<file path="config.mk">
export PLATFORM = sky130hd
export DESIGN_NAME = tlb_fa_unit_flat
export DESIGN_NICKNAME = d
export VERILOG_FILES = /design/src/rtl/tlb_fa_unit_pkg.sv /design/src/rtl/tlb_fa_unit_if.sv /design/src/rtl/tlb_fa_unit_entry_cam.sv /design/src/rtl/tlb_fa_unit.sv /design/src/flat_wrapper.sv
export SDC_FILE = /design/constraint.sdc
export NUM_CORES = 2
export LEC_CHECK = 0
export BUFFER_PORTS_ARGS = -buffer_cell sky130_fd_sc_hd__buf_2
export CORE_ASPECT_RATIO = 0.6
export CORE_MARGIN = 2
export CORE_UTILIZATION = 40
export CTS_CLUSTER_SIZE = 25
export DETAILED_ROUTE_END_ITERATION = 8
export PLACE_DENSITY = 0.65
export SLEW_MARGIN = 20
export SYNTH_ARGS = -nofsm -noshare
export SYNTH_HDL_FRONTEND = slang
export SYNTH_HIERARCHICAL = 1
export SYNTH_SLANG_ARGS = --single-unit
</file>
<file path="constraint.sdc">
create_clock -name clk -period 4.2 [get_ports clk]
set_input_delay 0.21 -clock clk [delete_from_list [all_inputs] [get_ports clk]]
set_output_delay 0.21 -clock clk [all_outputs]
set_load 0.01 [all_outputs]
</file>
<file path="src/rtl/tlb_fa_unit_pkg.sv">
// Shared constants and command encodings for the fully associative TLB.
package tlb_fa_unit_pkg;

    localparam int WORD_LENGTH       = 32;
    localparam int TLB_PAGE_BITS_DEF = 12;

    typedef enum logic [1:0] {
        TLB_CMD_NONE      = 2'b00,
        TLB_CMD_INSERT    = 2'b01,
        TLB_CMD_PURGE     = 2'b10,
        TLB_CMD_PURGE_ALL = 2'b11
    } tlbCmdT;

endpackage

</file>
<file path="src/rtl/tlb_fa_unit_if.sv">
// Lookup and command bus of the TLB; the master side issues requests,
// the slave side (the TLB) answers them.
interface tlb_fa_unit_if
    import tlb_fa_unit_pkg::*;
#(
    parameter int PAGE_BITS = TLB_PAGE_BITS_DEF,
    parameter int ACC_WIDTH = 8
);
    logic                             lkReq;
    logic [WORD_LENGTH-1:0]           lkSeg;
    logic [WORD_LENGTH-1:0]           lkOfs;
    logic                             lkValid;
    logic                             lkHit;
    logic [WORD_LENGTH-1:0]           lkAdr;
    logic [ACC_WIDTH-1:0]             lkAcc;
    tlbCmdT                           cmd;
    logic [WORD_LENGTH-1:0]           cmdSeg;
    logic [WORD_LENGTH-1:0]           cmdOfs;
    logic [WORD_LENGTH-PAGE_BITS-1:0] cmdPpn;
    logic [ACC_WIDTH-1:0]             cmdAcc;
    logic                             cmdDone;
    logic                             cmdHit;

    modport master (
        output lkReq, lkSeg, lkOfs, cmd, cmdSeg, cmdOfs, cmdPpn, cmdAcc,
        input  lkValid, lkHit, lkAdr, lkAcc, cmdDone, cmdHit
    );

    modport slave (
        input  lkReq, lkSeg, lkOfs, cmd, cmdSeg, cmdOfs, cmdPpn, cmdAcc,
        output lkValid, lkHit, lkAdr, lkAcc, cmdDone, cmdHit
    );
endinterface

</file>
<file path="src/rtl/tlb_fa_unit_entry_cam.sv">
// One TLB entry: tag/data storage plus two tag comparators, one for the
// lookup port and one for the command port (insert/purge search).
module tlb_entry_cam
    import tlb_fa_unit_pkg::*;
#(
    parameter int VPN_W     = 20,
    parameter int ACC_WIDTH = 8
) (
    input  logic                   clk,
    input  logic                   rst,
    input  logic                   wrEn,
    input  logic                   clrEn,
    input  logic [WORD_LENGTH-1:0] cmdSeg,
    input  logic [VPN_W-1:0]       cmdVpn,
    input  logic [VPN_W-1:0]       wrPpn,
    input  logic [ACC_WIDTH-1:0]   wrAcc,
    input  logic [WORD_LENGTH-1:0] lkSeg,
    input  logic [VPN_W-1:0]       lkVpn,
    output logic                   lkMatch,
    output logic                   cmdMatch,
    output logic                   valid,
    output logic [VPN_W-1:0]       ppn,
    output logic [ACC_WIDTH-1:0]   acc
);
    logic [WORD_LENGTH-1:0] seg;
    logic [VPN_W-1:0]       vpn;

    // Entry storage: a write installs a full entry, a clear only drops valid.
    always_ff @(posedge clk or negedge rst) begin
        if (!rst) begin
            valid <= 1'b0;
            seg   <= '0;
            vpn   <= '0;
            ppn   <= '0;
            acc   <= '0;
        end else if (wrEn) begin
            valid <= 1'b1;
            seg   <= cmdSeg;
            vpn   <= cmdVpn;
            ppn   <= wrPpn;
            acc   <= wrAcc;
        end else if (clrEn) begin
            valid <= 1'b0;
        end
    end

    assign lkMatch  = valid && (seg == lkSeg)  && (vpn == lkVpn);
    assign cmdMatch = valid && (seg == cmdSeg) && (vpn == cmdVpn);

endmodule

</file>
<file path="src/rtl/tlb_fa_unit.sv">
// Fully associative TLB: parallel lookup with one-cycle registered result,
// command port for insert / purge / purge-all with first-invalid-then-
// round-robin replacement.
module tlb_fa_unit
    import tlb_fa_unit_pkg::*;
#(
    parameter int T_ENTRIES = 16,
    parameter int PAGE_BITS = TLB_PAGE_BITS_DEF,
    parameter int ACC_WIDTH = 8
) (
    input  logic         clk,
    input  logic         rst,
    tlb_fa_unit_if.slave bus
);
    localparam int VPN_W = WORD_LENGTH - PAGE_BITS;
    localparam int IDX_W = (T_ENTRIES > 1) ? $clog2(T_ENTRIES) : 1;

    logic [T_ENTRIES-1:0] lkMatchVec;
    logic [T_ENTRIES-1:0] cmdMatchVec;
    logic [T_ENTRIES-1:0] validVec;
    logic [T_ENTRIES-1:0] wrVec;
    logic [T_ENTRIES-1:0] clrVec;
    logic [VPN_W-1:0]     ppnArr [T_ENTRIES];
    logic [ACC_WIDTH-1:0] accArr [T_ENTRIES];

    logic [VPN_W-1:0]     lkVpn;
    logic [VPN_W-1:0]     cmdVpn;
    logic [VPN_W-1:0]     lkPpnSel;
    logic [ACC_WIDTH-1:0] lkAccSel;
    logic                 lkAny;
    logic                 cmdAny;
    logic                 full;
    logic [IDX_W-1:0]     firstInv;
    logic [IDX_W-1:0]     rrPtr;
    logic                 isInsert;
    logic                 isPurge;
    logic                 isPurgeAll;
    logic                 unusedCmdOfs;

    assign lkVpn        = bus.lkOfs[WORD_LENGTH-1:PAGE_BITS];
    assign cmdVpn       = bus.cmdOfs[WORD_LENGTH-1:PAGE_BITS];
    assign unusedCmdOfs = ^bus.cmdOfs[PAGE_BITS-1:0];
    assign isInsert     = (bus.cmd == TLB_CMD_INSERT);
    assign isPurge      = (bus.cmd == TLB_CMD_PURGE);
    assign isPurgeAll   = (bus.cmd == TLB_CMD_PURGE_ALL);
    assign lkAny        = |lkMatchVec;
    assign cmdAny       = |cmdMatchVec;
    assign full         = &validVec;

    for (genvar i = 0; i < T_ENTRIES; i++) begin : gEntry
        tlb_entry_cam #(
            .VPN_W    (VPN_W),
            .ACC_WIDTH(ACC_WIDTH)
        ) uCam (
            .clk     (clk),
            .rst     (rst),
            .wrEn    (wrVec[i]),
            .clrEn   (clrVec[i]),
            .cmdSeg  (bus.cmdSeg),
            .cmdVpn  (cmdVpn),
            .wrPpn   (bus.cmdPpn),
            .wrAcc   (bus.cmdAcc),
            .lkSeg   (bus.lkSeg),
            .lkVpn   (lkVpn),
            .lkMatch (lkMatchVec[i]),
            .cmdMatch(cmdMatchVec[i]),
            .valid   (validVec[i]),
            .ppn     (ppnArr[i]),
            .acc     (accArr[i])
        );
    end

    // Lookup data mux: at most one entry matches, so an OR-reduction selects it.
    always_comb begin
        lkPpnSel = '0;
        lkAccSel = '0;
        for (int i = 0; i < T_ENTRIES; i++) begin
            if (lkMatchVec[i]) begin
                lkPpnSel = lkPpnSel | ppnArr[i];
                lkAccSel = lkAccSel | accArr[i];
            end
        end
    end

    // Priority encoder for the lowest-index invalid entry.
    always_comb begin
        firstInv = '0;
        for (int i = T_ENTRIES - 1; i >= 0; i--) begin
            if (!validVec[i]) begin
                firstInv = IDX_W'(i);
            end
        end
    end

    // Per-entry write/clear strobes: overwrite match, else first invalid, else victim.
    always_comb begin
        wrVec  = '0;
        clrVec = '0;
        if (isInsert) begin
            if (cmdAny) begin
                wrVec = cmdMatchVec;
            end else if (!full) begin
                wrVec[firstInv] = 1'b1;
            end else begin
                wrVec[rrPtr] = 1'b1;
            end
        end else if (isPurge) begin
            clrVec = cmdMatchVec;
        end else if (isPurgeAll) begin
            clrVec = '1;
        end
    end

    // Round-robin victim pointer advances only when a full TLB takes a new tag.
    always_ff @(posedge clk or negedge rst) begin
        if (!rst) begin
            rrPtr <= '0;
        end else if (isPurgeAll) begin
            rrPtr <= '0;
        end else if (isInsert && !cmdAny && full) begin
            rrPtr <= rrPtr + 1'b1;
        end
    end

    // Registered lookup result and command acknowledge.
    always_ff @(posedge clk or negedge rst) begin
        if (!rst) begin
            bus.lkValid <= 1'b0;
            bus.lkHit   <= 1'b0;
            bus.lkAdr   <= '0;
            bus.lkAcc   <= '0;
            bus.cmdDone <= 1'b0;
            bus.cmdHit  <= 1'b0;
        end else begin
            bus.lkValid <= bus.lkReq;
            bus.lkHit   <= bus.lkReq && lkAny;
            bus.lkAdr   <= (bus.lkReq && lkAny) ? {lkPpnSel, bus.lkOfs[PAGE_BITS-1:0]} : '0;
            bus.lkAcc   <= (bus.lkReq && lkAny) ? lkAccSel : '0;
            bus.cmdDone <= (bus.cmd != TLB_CMD_NONE);
            bus.cmdHit  <= (isInsert || isPurge) && cmdAny;
        end
    end

endmodule
</file>
<file path="src/flat_wrapper.sv">
// flat-port wrapper written by rule: the top's interface ports become plain ports
module tlb_fa_unit_flat import tlb_fa_unit_pkg::*;
#(
    parameter int T_ENTRIES = 16,
    parameter int PAGE_BITS = TLB_PAGE_BITS_DEF,
    parameter int ACC_WIDTH = 8
)
  (clk, rst, bus_lkReq, bus_lkSeg, bus_lkOfs, bus_cmd, bus_cmdSeg, bus_cmdOfs, bus_cmdPpn, bus_cmdAcc, bus_lkValid, bus_lkHit, bus_lkAdr, bus_lkAcc, bus_cmdDone, bus_cmdHit);
  tlb_fa_unit_if #(.PAGE_BITS(PAGE_BITS), .ACC_WIDTH(ACC_WIDTH)) bus_i ();
  input  logic clk;
  input  logic rst;
  input wire logic [$bits(bus_i.lkReq)-1:0] bus_lkReq;
  input wire logic [$bits(bus_i.lkSeg)-1:0] bus_lkSeg;
  input wire logic [$bits(bus_i.lkOfs)-1:0] bus_lkOfs;
  input wire logic [$bits(bus_i.cmd)-1:0] bus_cmd;
  input wire logic [$bits(bus_i.cmdSeg)-1:0] bus_cmdSeg;
  input wire logic [$bits(bus_i.cmdOfs)-1:0] bus_cmdOfs;
  input wire logic [$bits(bus_i.cmdPpn)-1:0] bus_cmdPpn;
  input wire logic [$bits(bus_i.cmdAcc)-1:0] bus_cmdAcc;
  output wire logic [$bits(bus_i.lkValid)-1:0] bus_lkValid;
  output wire logic [$bits(bus_i.lkHit)-1:0] bus_lkHit;
  output wire logic [$bits(bus_i.lkAdr)-1:0] bus_lkAdr;
  output wire logic [$bits(bus_i.lkAcc)-1:0] bus_lkAcc;
  output wire logic [$bits(bus_i.cmdDone)-1:0] bus_cmdDone;
  output wire logic [$bits(bus_i.cmdHit)-1:0] bus_cmdHit;
  assign bus_i.lkReq = bus_lkReq;
  assign bus_i.lkSeg = bus_lkSeg;
  assign bus_i.lkOfs = bus_lkOfs;
  assign bus_i.cmd = bus_cmd;
  assign bus_i.cmdSeg = bus_cmdSeg;
  assign bus_i.cmdOfs = bus_cmdOfs;
  assign bus_i.cmdPpn = bus_cmdPpn;
  assign bus_i.cmdAcc = bus_cmdAcc;
  assign bus_lkValid = bus_i.lkValid;
  assign bus_lkHit = bus_i.lkHit;
  assign bus_lkAdr = bus_i.lkAdr;
  assign bus_lkAcc = bus_i.lkAcc;
  assign bus_cmdDone = bus_i.cmdDone;
  assign bus_cmdHit = bus_i.cmdHit;
  tlb_fa_unit #(.T_ENTRIES(T_ENTRIES), .PAGE_BITS(PAGE_BITS), .ACC_WIDTH(ACC_WIDTH)) u_core (.clk(clk), .rst(rst), .bus(bus_i));
endmodule
</file>
---- Yosys cells after proc, flatten, opt, wreduce, memory -nomap -nowiden ----
Cells that the tools add are included.
word-level totals
  flip-flop bits (word level) ............. 1344
  output and inout bits ................... 44
  word-level logic and storage cells ...... 376
cells by class
  $add $sub $neg .......................... 1
  $lt $le $gt $ge ......................... 4
  equality and inequality tests ........... 67
  mux-type cells .......................... 94
  bitwise logic cells ..................... 30
  reductions and logical operators ........ 93
operator list
  kind                 count
  $eq 32x32->1         32
  $eq 20x20->1         32
  $mux 20              16
  $or 20x20->20        15
  $mux 8               17
  $or 8x8->8           15
  $mux 16              6
  $mux 4               18
  $logic_and 1x1->1    70
  $reduce_bool 2->1    18
  $mux 1               34
  $mux 32              1
  $reduce_or 16->1     2
  $reduce_and 16->1    1
  $lt 4x5->1 const B   2
  $demux 1 s4          2
  $ge 4x1->1 const B   2
  $add 4x1->4 const B  1
  $eq 2x2->1 const B   2
  $eq 2x1->1 const B   1
  $logic_not 1->1      1
  $logic_or 1x1->1     1

---- Depth between registers and ports, before layout ----
  depth in word-level cells ............... 35
  gate-level depth with buffers ........... 14

---- Cells and area by module ----
The synthesis kept the hierarchy.
modules (own cells, without submodules)
  module         instances  cells an instance  area an instance (µm²)  sequential area each (µm²)
  tlb_entry_cam  16         312                4129.0                  2026.9
  tlb_fa_unit    1          584                4790.8                  1201.2

---- Worst setup path after synthesis ----
OpenSTA, ideal clock, no wires.
  path type ............................... register to register
  from .................................... register u_core.gEntry[3].uCam.seg[29]
  to ...................................... register u_core.gEntry[13].uCam.seg[29]
  setup time .............................. 0.125 ns
  data arrival time ....................... 2.895 ns
  data required time ...................... 4.075 ns
  setup slack ............................. 1.180 ns
  stages on the path, launching flop included .. 14
  path buffers ............................ 3
  path through ............................ dfrtp_1 > xor2_1 > nor4_1 > nand4_1 > nor4_2 > nor4_1 > and4_1 > buf_2 > nand2_1 > or4_1 > o21ai_0 > clkbuf_1 > buf_2 > mux2_2
between the ends
  word-level cells in the longest chain between the ends .. 6
ends and longest elaborated chain
  item                            RTL line                     text
  from (decl)                     tlb_fa_unit_entry_cam.sv:25  logic [WORD_LENGTH-1:0] seg;
  from (signal assigned)          tlb_fa_unit_entry_cam.sv:38  seg <= cmdSeg;
  $eq 32x32->1                    tlb_fa_unit_entry_cam.sv:48  assign cmdMatch = valid && (seg == cmdSeg) && (vpn == cmdVpn);
  $logic_and 1x1->1 (2 in a row)  tlb_fa_unit_entry_cam.sv:48
  net u_core.cmdMatchVec[3]       tlb_fa_unit.sv:19            logic [T_ENTRIES-1:0] cmdMatchVec;
  $reduce_or 16->1                tlb_fa_unit.sv:47            assign cmdAny = |cmdMatchVec;
  $mux 16                         tlb_fa_unit.sv:100           if (cmdAny) begin
  $mux 16                         tlb_fa_unit.sv:99            if (isInsert) begin
  net u_core.wrVec[13]            tlb_fa_unit.sv:21            logic [T_ENTRIES-1:0] wrVec;
  to (signal assigned)            tlb_fa_unit_entry_cam.sv:38
  to (decl)                       tlb_fa_unit_entry_cam.sv:25
The timed path passes the listed nets, and every way through them passes these cells.
A chain may end at the register's enable or synchronous reset.

---- Final worst setup path ----
  from .................................... input bus_cmdSeg[17]
  to ...................................... register u_core.gEntry[15].uCam.seg[15]
between the ends
  word-level cells in the longest chain between the ends .. 6
  elaborated cells between the ends (all ways) .. 51
  classes of those cells .................. eq/ne: 16; mux: 2; reduce/logical: 33
ends and longest elaborated chain
  item                            RTL line                     text
  from (decl)                     flat_wrapper.sv:16           input wire logic [$bits(bus_i.cmdSeg)-1:0] bus_cmdSeg;
  $eq 32x32->1                    tlb_fa_unit_entry_cam.sv:48
  $logic_and 1x1->1 (2 in a row)  tlb_fa_unit_entry_cam.sv:48
  net u_core.cmdMatchVec[6]       tlb_fa_unit.sv:19
  $reduce_or 16->1                tlb_fa_unit.sv:47
  $mux 16                         tlb_fa_unit.sv:100
  $mux 16                         tlb_fa_unit.sv:99
  net u_core.wrVec[15]            tlb_fa_unit.sv:21
  to (signal assigned)            tlb_fa_unit_entry_cam.sv:38
  to (decl)                       tlb_fa_unit_entry_cam.sv:25
The timed path passes the listed nets, and every way through them passes these cells.

==> metrics.md <==
| Metric | Value |
|---|---|
| Run status | finished with violations |
| Failing checks | DRC, setup timing |
| Number of detailed-routing iterations run before antenna repair | 7 |
| Global routing usage summed across all routing layers | 30.9% |
| Syn Area/Cell | 12.7 µm² |
| # port buffers | 192 |
| Full die area | 0.181 mm² |
| Proportion of power drawn by the clock network | 34.3% |
| Portion of the post-synthesis area used by sequential elements | 47.5% |
| Iteration-0 DRC count of the detailed router | 6705 |
| Routed wirelength normalized by instance count | 31.8 µm |
| Leak pwr | 41.7 nW |
| Met2 Resource Use GR | 34.4% |
| Cell area power density | 436 mW/mm² |
| Unrepaired setup endpoints after global routing | false |
| RePlAce Congestion | 1.08 |
| Critical path data required time | 4.88 ns |
| Area after DPL | 0.0808 mm² |
| Highest ir drop seen on vdd | 0.320 mV |
| Layer with the highest usage | met1 |
| Met3 track demand over resource | 21.5% |
| Vertical die dimension | 330 µm |
| Net switching power | 12.3 mW |
| Clock buffer count from CTS | 140 |
| Headroom to the max-slew limit | 19.0% |
| Maximum achievable frequency | 0.236 GHz |
| Via density per instance | 5.80 |
| Sequential fraction of design power | 44.4% |
| MaxCap Viol Count | 0 |
| Number of antenna violations at the first check in global routing | 40 |
| Std cell rows | 119 |
| GR Layer Usage met1 | 46.3% |
| Crit Path Max Fanout | 19 |
| Clock latency of the later-clocked register in the worst-skew pair | 0.83 ns |
| Final max-slew violation count | 0 |
| Worst R2R Start | u_core/gEntry[3].uCam/seg[16] |
| Worst-case setup margin in the final layout | -0.0314 ns |
| Overflow left after global routing | 0 |
| Proportion of power drawn by combinational gates | 21.3% |
| Layout Cell Area excl Fill | 0.0864 mm² |
| Number of sinks on the clock net | 1344 |
| Instance count of the mapped netlist | 5576 |
| Fraction of synthesis flops using an asynchronous set or reset pin | 100% |
| Part of the cycle the worst path needs | 101% |
| Setup WS pre-CTS | -0.103 ns |
| Max Clock Skew | 0.0467 ns |
| Clock Pin Slew Worst Setup and Hold Paths | 0.07 ns |
| Endpoints failing hold | 0 |
| Final setup viols | 32 |
| Post-layout minimum cycle time | 4.23 ns |
| Total negative slack | -0.432 ns |
| Fraction of layout instances using a drive strength above 1 | 25.8% |
| Net count, final | 6599 |
| Remaining antenna violation count | 0 |
| Worst Hold Class | in2async |
| Final HPWL DP | 211000 µm |
| Number of cells after detailed placement | 8563 |
| Share of total power consumed by net switching | 32.6% |
| Cell internal power dissipation | 25.4 mW |
| H-tree levels | 4 |
| Distinct cell type count after synthesis | 48 |
| Finished Layout Cells | 8913 |
| Area growth, synth to finish | 22.0% |
| Slew of the pin with the lowest slew margin | 1.21 ns |
| Boundary pin count | 205 |
| TritonCTS clock tree | built |
| Wire length of the first global-routing pass | 394000 µm |
| Setup crit end kind | flop |
| Syn Nets | 5745 |
| Aggregate routed wire length | 284000 µm |
| Number of storage elements in the synthesis netlist | 1344 |
| Arrival time of data at the critical path endpoint | 4.91 ns |
| Clock tree root buffer cell | sky130_fd_sc_hd__clkbuf_16 |
| Reg-to-reg slack, setup | 0.02 ns |
| Effective utilization at floorplan | 40.3% |
| WS Path Type | in2reg |
| Number of enable-type register cells in the synthesized netlist | 0 |
| Most used flip-flop cell after synthesis | sky130_fd_sc_hd__dfrtp_1 |
| Summed instance area of the synthesized netlist | 0.0709 mm² |
| Drc violations | 18 |
| Crit start category | primary input |
| CORE AREA | 0.176 mm² |
| Count of warnings emitted by yosys | 6 |
| Buffer depth of the longest clock path | 3 |
| First element of the critical path | bus_cmdSeg[17] |
| Pin count of the biggest net entering global routing | 145 |
| Die boundary width | 547 µm |
| Number of vias after detailed routing | 51700 |
| Vias in the first global route | 49700 |
## layout make-up
class,instances,area [µm²]
fillers,15500,89300
inverters,25,93.8
repair buffers,918,8490
clock buffers,199,3990
clock inverters,57,697
multi-input cells,4001,36500
well taps,2359,2950
flip-flops and latches,1344,33600
diodes,10,25.0
## power by group through the flow
stage	Clock [mW]	Sequential (mW)	Combinational [mW]
finish	12.9	16.7	8.02
detailed placement	0	16.9	7.51
global route	13.7	16.9	8.38
global placement	0	16.7	7.41
floorplan	0	16.3	3.76
CTS	13.1	16.6	7.64
## cell usage after synthesis, types with 3 or more instances
cell	count	area share [%]
sky130_fd_sc_hd__ha_1	8	0.14
sky130_fd_sc_hd__nand4_1	134	1.2
sky130_fd_sc_hd__nor4_1	360	3.2
sky130_fd_sc_hd__clkbuf_1	59	0.31
sky130_fd_sc_hd__a221oi_1	84	1.0
sky130_fd_sc_hd__nand2b_1	6	0.053
sky130_fd_sc_hd__or3_1	34	0.30
sky130_fd_sc_hd__buf_1	17	0.090
sky130_fd_sc_hd__mux2_2	576	9.2
sky130_fd_sc_hd__xor2_1	1570	19
sky130_fd_sc_hd__dfrtp_1	1344	47
sky130_fd_sc_hd__a22oi_1	58	0.61
sky130_fd_sc_hd__nor2_1	15	0.079
sky130_fd_sc_hd__a31oi_1	35	0.31
sky130_fd_sc_hd__buf_2	130	0.92
sky130_fd_sc_hd__a21oi_1	27	0.19
sky130_fd_sc_hd__inv_1	25	0.13
sky130_fd_sc_hd__a21o_1	16	0.17
sky130_fd_sc_hd__and3_1	42	0.37
sky130_fd_sc_hd__o22ai_1	5	0.044
sky130_fd_sc_hd__o21ai_0	13	0.092
sky130_fd_sc_hd__nand2_1	41	0.22
sky130_fd_sc_hd__mux2_1	704	11
sky130_fd_sc_hd__or4_1	3	0.032
sky130_fd_sc_hd__nor4_2	33	0.58
sky130_fd_sc_hd__a22o_1	84	1.0
sky130_fd_sc_hd__xnor2_1	97	1.2
sky130_fd_sc_hd__nor3_1	34	0.24
## cell usage in the layout, fill, tap and decap left out, drive strengths merged, types with 84 or more instances in the layout
cell type,synthesis,final
nand4,134,134
a22o,84,84
nor4,393,393
a221oi,84,84
dfrtp,1344,1344
buf,147,835
xor2,1570,1570
xnor2,97,97
clkbuf,59,199
mux2,1280,1280
## critical path: stages
cell and delay (ns):
sky130_fd_sc_hd__dlygate4sd3_1 0.79, sky130_fd_sc_hd__buf_2 0.25, sky130_fd_sc_hd__buf_12 0.18, sky130_fd_sc_hd__xor2_1 0.51
sky130_fd_sc_hd__nor4_1 0.15, sky130_fd_sc_hd__nand4_1 0.15, sky130_fd_sc_hd__nor4_2 0.07, sky130_fd_sc_hd__buf_4 0.16
sky130_fd_sc_hd__nor4_1 0.33, sky130_fd_sc_hd__and4_1 0.37, sky130_fd_sc_hd__nand2_1 0.17, sky130_fd_sc_hd__or3_1 0.49
sky130_fd_sc_hd__o22ai_4 0.26, sky130_fd_sc_hd__buf_12 0.21, sky130_fd_sc_hd__buf_12 0.19, sky130_fd_sc_hd__mux2_2 0.35
## cells by family after synthesis
| kind of cell | synth area share (%) |
|---|---|
| xor+xnor | 20.6 |
| flops | 47.5 |
| mux | 20.4 |
| simple gates | 6.37 |
| compound gates | 3.61 |
| buf+inv | 1.45 |
| fa+ha+maj | 0.141 |
## routing by layer
| layer | routed length (µm) | share of wire, % | vias to the layer above |
|---|---|---|---|
| li1 | - | - | 21800 |
| met1 | 131000 | 46 | 27000 |
| met2 | 94800 | 33 | 2571 |
| met3 | 51800 | 18 | 291 |
| met4 | 4750 | 1.7 | 64 |
| met5 | 978 | 0.34 | - |
## registers in the layout, summed over array words and instances, names as in the netlist
signal and count:
u_core/gEntry.uCam/seg 512, u_core/gEntry.uCam/ppn 320, u_core/gEntry.uCam/vpn 320, u_core/gEntry.uCam/acc 128, u_core/bus.lkAdr 32, u_core/gEntry.uCam/valid 16
u_core/bus.lkAcc 8, u_core/rrPtr 4, u_core/bus.cmdDone 1, u_core/bus.cmdHit 1, u_core/bus.lkHit 1, u_core/bus.lkValid 1
## stage by stage
stage	power (mW)	util [%]	hold WS (ns)
2_1_floorplan	20.0	-	-0.0856
4_1_cts	37.4	49.2	0.0125
5_1_grt	39.0	49.2	0.0360
3_5_place_dp	24.4	46.0	0.298
3_3_place_gp	24.1	46.0	0.296
6_report	37.7	49.2	0.0422
## repair_timing
item	4_1_cts	5_1_grt
setup buffers	0	1
gates resized for setup	0	3
hold buffers	83	0
setup endpoints to repair	0	290
endpoints found under the hold margin	955	0
## path summary, 6_finish.rpt
check / end / cells past startpoint
setup / recovery: u_core/gEntry[15].uCam/seg[15] / 16
hold / removal: u_core/gEntry[9].uCam/vpn[13] / 2
setup reg to reg: u_core/gEntry[15].uCam/seg[15] / 13
hold reg to reg: u_core/gEntry[13].uCam/acc[6] / 1
max in group asynchronous: u_core/gEntry[14].uCam/acc[5] / 3
min in group clk: u_core/gEntry[6].uCam/vpn[6] / 2
No activity file was read; power rests on OpenSTA's default activity.
